<file path="src/rtl/mips_pkg.sv">
// Shared types and constants for the 5-stage MIPS core.
// Inter-stage bundles and per-stage state encodings.
package mips_pkg;

    localparam int DATA_W     = 32;
    localparam int REG_ADDR_W = 5;

    typedef enum logic {
        WB_RUN,
        WB_HOLD
    } wb_state_t;

    typedef struct packed {
        logic                  valid;
        logic [DATA_W-1:0]     alu_result;
        logic [REG_ADDR_W-1:0] write_reg;
        logic                  regWrite;
        logic                  memToReg;
    } mem_wb_t;

endpackage

</file>
<file path="src/rtl/write_back_stage_retire_counter.sv">
// Retired-instruction counter for the write-back stage.
// Wraps at 2^CNT_W; a clear request beats a simultaneous retire.
module retire_counter #(
    parameter int CNT_W = 32
) (
    input  logic             clk,
    input  logic             reset,
    input  logic             clear,
    input  logic             enable,
    output logic [CNT_W-1:0] count
);

    always_ff @(posedge clk or negedge reset) begin
        if (!reset) begin
            count <= '0;
        end else if (clear) begin
            count <= '0;
        end else if (enable) begin
            count <= count + CNT_W'(1);
        end
    end

endmodule

</file>
<file path="src/rtl/write_back_stage.sv">
// MEM/WB pipeline register, write-back select and load-data hold.
// Drives the register-file write port and the WB forwarding value.
module write_back_stage #(
    parameter int DATA_W     = mips_pkg::DATA_W,
    parameter int REG_ADDR_W = mips_pkg::REG_ADDR_W,
    parameter int CNT_W      = 32
) (
    input  logic                  clk,
    input  logic                  reset,
    input  logic                  valid_ex_mem,
    input  logic [DATA_W-1:0]     alu_result_ex_mem,
    input  logic [REG_ADDR_W-1:0] write_reg_ex_mem,
    input  logic                  ctrl_regWrite_ex_mem,
    input  logic                  ctrl_memToReg_ex_mem,
    input  logic [DATA_W-1:0]     read_data_from_mem,
    input  logic                  stall,
    input  logic                  flush,
    input  logic                  cnt_clear,
    output logic [DATA_W-1:0]     write_back_data,
    output logic [REG_ADDR_W-1:0] write_reg_wb,
    output logic                  ctrl_regWrite_wb,
    output logic [CNT_W-1:0]      retired_count
);

    import mips_pkg::*;

    mem_wb_t           wb_q;
    wb_state_t         state_q;
    logic [DATA_W-1:0] hold_q;
    logic [DATA_W-1:0] load_src;

    always_ff @(posedge clk or negedge reset) begin
        if (!reset) begin
            wb_q    <= '0;
            state_q <= WB_RUN;
            hold_q  <= '0;
        end else begin
            if (flush) begin
                wb_q.valid    <= 1'b0;
                wb_q.regWrite <= 1'b0;
            end else if (!stall) begin
                wb_q <= '{
                    valid:      valid_ex_mem,
                    alu_result: alu_result_ex_mem,
                    write_reg:  write_reg_ex_mem,
                    regWrite:   ctrl_regWrite_ex_mem,
                    memToReg:   ctrl_memToReg_ex_mem
                };
            end
            // Memory re-reads every edge, so capture the live word on stall entry.
            unique case (state_q)
                WB_RUN: begin
                    if (stall && !flush) begin
                        hold_q  <= read_data_from_mem;
                        state_q <= WB_HOLD;
                    end
                end
                WB_HOLD: begin
                    if (!stall || flush) begin
                        state_q <= WB_RUN;
                    end
                end
                default: state_q <= WB_RUN;
            endcase
        end
    end

    assign load_src = (state_q == WB_HOLD) ? hold_q : read_data_from_mem;

    assign write_back_data  = wb_q.memToReg ? load_src : wb_q.alu_result;
    assign write_reg_wb     = wb_q.write_reg;
    assign ctrl_regWrite_wb = wb_q.valid & wb_q.regWrite
                            & (wb_q.write_reg != '0);

    retire_counter #(
        .CNT_W (CNT_W)
    ) u_retire_counter (
        .clk    (clk),
        .reset  (reset),
        .clear  (cnt_clear),
        .enable (wb_q.valid & ~stall),
        .count  (retired_count)
    );

endmodule

</file>
<file path="config.mk">
export PLATFORM = sky130hd
export DESIGN_NAME = write_back_stage
export DESIGN_NICKNAME = d
export VERILOG_FILES = /design/src/rtl/mips_pkg.sv /design/src/rtl/write_back_stage_retire_counter.sv /design/src/rtl/write_back_stage.sv
export SDC_FILE = /design/constraint.sdc
export NUM_CORES = 1
export LEC_CHECK = 0
export CORE_MARGIN = 2
export CORE_UTILIZATION = 37
export DETAILED_ROUTE_END_ITERATION = 10
export HOLD_SLACK_MARGIN = 0.05
export PLACE_DENSITY = 0.64
export SKIP_LAST_GASP = 1
export SLEW_MARGIN = 5
export SYNTH_ARGS = -nofsm -noshare
export SYNTH_HDL_FRONTEND = slang
export SYNTH_HIERARCHICAL = 1
export SYNTH_SLANG_ARGS = --single-unit
export TNS_END_PERCENT = 10
</file>
<file path="constraint.sdc">
create_clock -name clk -period 5.55 [get_ports clk]
set_clock_uncertainty 0.15 [all_clocks]
set_input_delay 1.11 -clock clk [delete_from_list [all_inputs] [get_ports clk]]
set_output_delay 1.11 -clock clk [all_outputs]
set_load 0.02 [all_outputs]
</file>
==> results of run 1 <==
cells by family after synthesis:
logic type	share of synthesized area [%]
DFF	51.2
AOI/OAI and AO/OA	8.66
adders and majority gates	0.244
buffers and inverters	4.51
xor gates and xnor gates	1.88
and+or+nand+nor	11.3
muxes	22.2
flip-flops by register name, summed over array words and instances (netlist names):
name                    cells
hold_q                     32
state_q                     1
u_retire_counter/count     32
wb_q                       35
write_reg_wb                5
area by class of cell:
cell class                 instances  area, um2
timing repair buffer             150       1490
tap                              180        225
fill                            1255       6750
sequential                       105       2630
clock buffer                      14        264
clock inverter                     2       60.1
multi-input combinational        302       2280
inverter                           6       22.5
power by group:
part	switching (mW)	total [mW]	internal, mW	leakage, nW
Combinational	0.188	0.431	0.243	1.26
Clock	0.273	0.694	0.421	0.157
Sequential	0.0707	0.920	0.849	1.31
worst register-to-register path, cell delays in order, from the launching register on:
cell and delay (ns):
dfrtp_1 0.37, and2b_1 0.33, o2111ai_4 0.21, or3_1 0.64, or4_1 0.58, a21oi_1 0.16
worst max-delay path by stage:
stage,depth (start not counted),slack (ns),end,startpoint
6_report,4,1.74,write_back_data[18],read_data_from_mem[18]
4_1_cts,4,1.72,write_back_data[27],read_data_from_mem[27]
3_3_place_gp,6,1.69,u_retire_counter/count[31],stall
3_5_place_dp,6,1.62,u_retire_counter/count[29],stall
5_1_grt,4,1.69,write_back_data[27],read_data_from_mem[27]
2_1_floorplan,7,2.60,u_retire_counter/count[31],stall
cell usage after synthesis, drive strengths merged:
cell,n
dfrtp,105
mux2,70
a21oi,52
nor2,47
mux2i,35
buf,21
clkbuf,14
nand2,13
or4,13
o31ai,12
or3,10
o21ai,8
xnor2,7
inv,6
nand3,6
nand4,6
and4,4
nor4,4
xor2,4
nor3,2
and2b,1
ha,1
nand3b,1
nor2b,1
nor3b,1
o2111ai,1
o211a,1
o211ai,1
o311a,1
cell usage in the layout, fill, tap and decap left out, types with 5 or more instances in the layout:
master / n
clkdlybuf4s50_1: 145
dfrtp_1: 103
mux2_2: 68
a21oi_1: 52
nor2_1: 46
mux2i_1: 35
or4_1: 13
nand2_1: 13
o31ai_1: 12
or3_1: 10
clkbuf_16: 9
o21ai_0: 8
xnor2_1: 7
nand3_1: 6
inv_1: 6
buf_4: 5
nand4_1: 5
routing by layer:
layer  track usage [%]  part of all wire (%)  up-vias
li1                  -                     -     1879
met1              23.7                    48     1934
met2              27.0                    46      117
met3              3.04                   4.9       13
met4              6.18                   1.6        0
met5                 0                     0        -
==> metrics.md, run 1 <==
| Metric | Value |
|---|---|
| DRC viols | 0 |
| Std cell rows | 43 |
| Final Core Density | 50.8% |
| Hold path endpoint | hold_q[4] |
| Cells after DPL | 743 |
| Detailed Routing Iterations Pass 1 | 4 |
| Max VDD drop | 0.113 mV |
| Vias in the first global route | 3953 |
| Nets | 652 |
| Share of cells above drive strength 1 | 15.9% |
| Area after DPL | 6640 um2 |
| Syn_nets | 526 |
| Syn Inst Count | 448 |
| Hold buffer count at cts | 0 |
| CP Class | primary input to primary output |
| ANT cells | 0 |
| CP arrival | 2.55 ns |
| Die area | 14800 um2 |
| Num CTS Buffers | 9 |
| Top cell type's share of synthesized area | 51.2% |
| RePlAce Congestion | 0.751 |
| Ranking of synthesized cells by area | dfrtp_1 (51%), mux2_2 (15%), mux2i_1 (6.8%) |
| Initial DRC Count | 206 |
| Required time worst endpoint | 4.29 ns |
| Crit Path Max Fanout | 2 |
| First-pass GRT wire length | 19.9 mm |
| Synth area leader | dfrtp_1 |
| Hold WC Path Type | flop to flop |
| CTS tree | built |
| Total global routing overflow | 0 |
| Core Region | 13700 um2 |
| Initial Utilization | 37.4% |
| CP Launch Type | primary input |
| Die width | 122 um |
| DR WL/cell | 16.6 um |
| Final WS setup | 1.74 ns |
| Die height | 122 um |
| Worst-Margin Slew | 1.10 ns |
| Setup TNS Final | 0 ns |
| Sequential share of the synthesized area | 51.2% |
| Fmax achieved | 262 MHz |
| CTS H-tree depth | 3 |
| Hold Vio Cnt, Final | 0 |
| Synthesis-stage register bit count | 105 |
| Final instance area | 6970 um2 |
| Setup Fix Bufs, Post-CTS | 0 |
| Hold Slack | 0.342 ns |
| Hold depth | 1 |
| Final slew viol count | 0 |
| Final period util | 68.7% |
| RSZ-0062 raised after global routing | false |
| Routed Wire Length | 12.6 mm |
| Crit. End Element | primary output |
| DR vias | 3943 |
| R2r endpoint | u_retire_counter/count[31] |
| Dpl hpwl | 8.69 mm |
| Global Route Usage Sum | 17.1% |
| Flop2flop setup slack | 3.04 ns |
| CTS max path bufs | 2 |
| Non-filler cells, final | 759 |
| Initial antenna violation count | 0 |
| WP buf/inv | 2 |
| Reg clk slew, reported paths | 0.06 ns |
| Min Tclk post-route | 3.81 ns |
| Critical R2R Launch | wb_q[39] |
| Overall Power | 2.05 mW |
| Ports | 147 |
| Area grow syn2layout | 35.9% |
| Post-CTS sizing | 0 |
| Slew HR | 27.0% |
| Worst-skew pair later-pin latency | 0.35 ns |
| Synthesis Warnings | 6 |
| Synth Cell Area | 5130 um2 |
| Crit path max-delay family | buffers and inverters |
| Max Cap Viol | 0 |
| Pin count of the biggest net entering global routing | 69 |
| DP Worst Slack | 1.62 ns |
| DR vias/cell | 5.19 |
| Crit-path slowest cell | clkdlybuf4s50_1 |
| Final setup vio count | 0 |
| Worst path most repeated cell | clkdlybuf4s50_1 |
| Yosys cell types | 35 |
| Status | completed |
| CTS root buffer | clkbuf_16 |
| Reg2reg path depth | 5 |
| Clk sink count | 105 |
| Power Density | 294 nW/um2 |
| ANT nets after route | 0 |
| Port buffer count | 146 |
| Crit-path max cell delay | 0.64 ns |
| Min-delay src | hold_q[4] |
| Worst path cell trace | clkdlybuf4s50_1 -> mux2i_1 -> a21oi_1 -> clkdlybuf4s50_1 |
| Leakage power | 2.72 nW |
| Mean Syn Cell Area | 11.4 um2 |
Power figures use the tool's default switching activity.
==> inputs of run 2 (changes only) <==
--- a/config.mk
+++ b/config.mk
@@ -9,7 +9,7 @@
 export CORE_UTILIZATION = 37
 export DETAILED_ROUTE_END_ITERATION = 10
 export HOLD_SLACK_MARGIN = 0.05
-export PLACE_DENSITY = 0.64
+export PLACE_DENSITY = 0.66
 export SKIP_LAST_GASP = 1
 export SLEW_MARGIN = 5
 export SYNTH_ARGS = -nofsm -noshare
==> constraint.sdc (replaced) <==
create_clock -name clk -period 3.2 [get_ports clk]
set_clock_uncertainty 0.15 [all_clocks]
set_input_delay 0.64 -clock clk [delete_from_list [all_inputs] [get_ports clk]]
set_output_delay 0.64 -clock clk [all_outputs]
set_load 0.02 [all_outputs]
==> metrics.md, run 2 (synthesized netlist as in run 1, its figures left out) <==
| Metric | Value |
|---|---|
| Status | completed (unchanged) |
| Top Registers | wb_q: 35 flops, hold_q: 32 flops, u_retire_counter/count: 32 flops (unchanged) |
| Pint | 2.47 mW (was 1.51 mW) |
| Worst-skew pair later-pin latency | 0.34 ns (was 0.35 ns) |
| Final setup vio count | 0 (unchanged) |
| Commonest non-fill, non-tap cell in the layout | clkdlybuf4s50_1 (unchanged) |
| CP Launch Type | flop (was primary input) |
| Vias in the first global route | 3833 (was 3953) |
| Worst-Margin Slew | 0.665 ns (was 1.10 ns) |
| CTS root buffer | clkbuf_16 (unchanged) |
| DR WL/cell | 16.2 um (was 16.6 um) |
| Initial Utilization | 37.4% (unchanged) |
| Area grow syn2layout | 36.5% (was 35.9%) |
| RSZ-0062 raised after global routing | false (unchanged) |
| Reg clk slew, reported paths | 0.06 ns (about the same) |
| Switching Fraction | 26.8% (was 26.0%) |
| Flop2flop setup slack | 0.73 ns (was 3.04 ns) |
| Max Cap Viol | 0 (unchanged) |
| DP Worst Slack | 0.117 ns (was 1.62 ns) |
| CP Class | flop to primary output (was primary input to primary output) |
| Hold Vio Cnt, Final | 0 (unchanged) |
| Required time worst endpoint | 2.41 ns (was 4.29 ns) |
| Post-CTS sizing | 1 (was 0) |
| CP arrival | 2.20 ns (was 2.55 ns) |
| Die height | 122 um (unchanged) |
| Die width | 122 um (unchanged) |
| Total global routing overflow | 0 (unchanged) |
| Gate power share | 23.2% (was 21.1%) |
| Setup Fix Bufs, Post-CTS | 0 (unchanged) |
| Setup TNS Final | 0 ns (unchanged) |
| First-pass GRT wire length | 19.7 mm (was 19.9 mm) |
| Nets | 660 (was 652) |
| Pin count of the biggest net entering global routing | 53 (was 69) |
| Min Tclk post-route | 2.99 ns |
| Critical path origin | state_q (was read_data_from_mem[18]) |
| Reg power frac | 46.7% (was 45.0%) |
| Slew HR | 55.6% (was 27.0%) |
| Largest reg by FF count | wb_q (unchanged) |
| Ports | 147 (unchanged) |
| Initial antenna violation count | 0 (unchanged) |
| ANT cells | 0 (unchanged) |
| Hold WC Path Type | primary input to asynchronous set/reset pin (was flop to flop) |
| Final Core Density | 51.0% (was 50.8%) |
| ANT nets after route | 0 (unchanged) |
| CTS H-tree depth | 3 (unchanged) |
| CP Capture Point | write_back_data[28] (was write_back_data[18]) |
| Most frequent cells in the layout | clkdlybuf4s50_1 (145), dfrtp_1 (103), mux2_2 (68), a21oi_1 (52), nor2_1 (46) (unchanged) |
| Final period util | 93.4% |
| Initial DRC Count | 142 (was 206) |
| Crit Path Max Fanout | 33 (was 2) |
| Crit. End Element | primary output (unchanged) |
| Max VDD drop | 0.252 mV (was 0.113 mV) |
| Clock Power Share | 30.1% (was 33.9%) |
| Die area | 14800 um2 (unchanged) |
| Reg2reg path depth | 5 (unchanged) |
| CTS tree | built (unchanged) |
| Std cell rows | 43 (unchanged) |
| Leakage power | 2.74 nW (was 2.72 nW) |
| Port buffer count | 146 (unchanged) |
| Clk sink count | 105 (unchanged) |
| P_sw | 0.903 mW (was 0.532 mW) |
| Largest register FFs | 35 (unchanged) |
| Overall Power | 3.37 mW (was 2.05 mW) |
| CTS max path bufs | 2 (unchanged) |
| DR vias | 3874 (was 3943) |
| R2r endpoint | u_retire_counter/count[30] (was u_retire_counter/count[31]) |
| Fmax achieved | 334 MHz |
| Final slew viol count | 0 (unchanged) |
| Dpl hpwl | 8.65 mm (was 8.69 mm) |
| Share of cells above drive strength 1 | 17.3% (was 15.9%) |
| DR vias/cell | 5.06 (was 5.19) |
| Final WS setup | 0.210 ns (was 1.74 ns) |
| Core Region | 13700 um2 (unchanged) |
| Routed Wire Length | 12.4 mm (was 12.6 mm) |
| Critical R2R Launch | u_retire_counter/count[0] (was wb_q[39]) |
| Power Density | 481 nW/um2 (was 294 nW/um2) |
| Detailed Routing Iterations Pass 1 | 4 (unchanged) |
| Num CTS Buffers | 9 (unchanged) |
| Global Route Usage Sum | 16.9% (was 17.1%) |
| Hold buffer count at cts | 0 (unchanged) |
| RePlAce Congestion | 0.827 (was 0.751) |
| DRC viols | 0 (unchanged) |
[run 2: per-layer routing]
layer | part of all wire, % | vias to the layer above | global-route usage, % | wire [um]
li1 | - | 1877 | - | -
met3 | 5.9 | 9 | 3.89 | 731
met2 | 45 | 114 | 26.1 | 5590
met4 | 0.89 | 0 | 5.17 | 110
met5 | 0 | - | 0 | 0
met1 | 48 | 1874 | 23.9 | 5950
[run 2: power groups by stage]
stage / Clock [mW] / Combinational, mW / Sequential [mW]
4_1_cts: 1.05 / 0.794 / 1.58
3_3_place_gp: 0 / 0.780 / 1.59
5_1_grt: 1.11 / 0.844 / 1.59
2_1_floorplan: 0 / 0.455 / 1.55
3_5_place_dp: 0 / 0.792 / 1.60
6_report: 1.02 / 0.781 / 1.57
[run 2: area by class of cell]
class | count | area (um2)
fill | 1228 | 6720
sequential | 105 | 2630
multi-input combinational | 302 | 2280
timing repair buffer | 158 | 1570
clock buffer | 11 | 253
tap | 180 | 225
inverter | 6 | 22.5
clock inverter | 3 | 17.5
[run 2: worst min-delay path by stage]
stage	startpoint	to	slack, ns	cells after the start
2_1_floorplan	reset	hold_q[0]	0.19	0
3_3_place_gp	hold_q[4]	hold_q[4]	0.32	1
3_5_place_dp	hold_q[4]	hold_q[4]	0.33	1
4_1_cts	reset	hold_q[6]	0.21	1
5_1_grt	reset	hold_q[2]	0.22	1
6_report	reset	hold_q[6]	0.16	1
[run 2: worst max-delay path, stage by stage, from the launching register on]
cell	delay, ns
dfrtp_4	0.84
mux2i_1	0.15
a21oi_1	0.21
clkdlybuf4s50_1	0.63
[run 2: stage by stage]
step,hold slack [ns],instances,area [um2]
finish,0.163,765,7000
global route,0.220,765,7000
CTS,0.205,765,7000
detailed placement,0.329,751,6730
global placement,0.319,751,6730
floorplan,0.194,448,5130
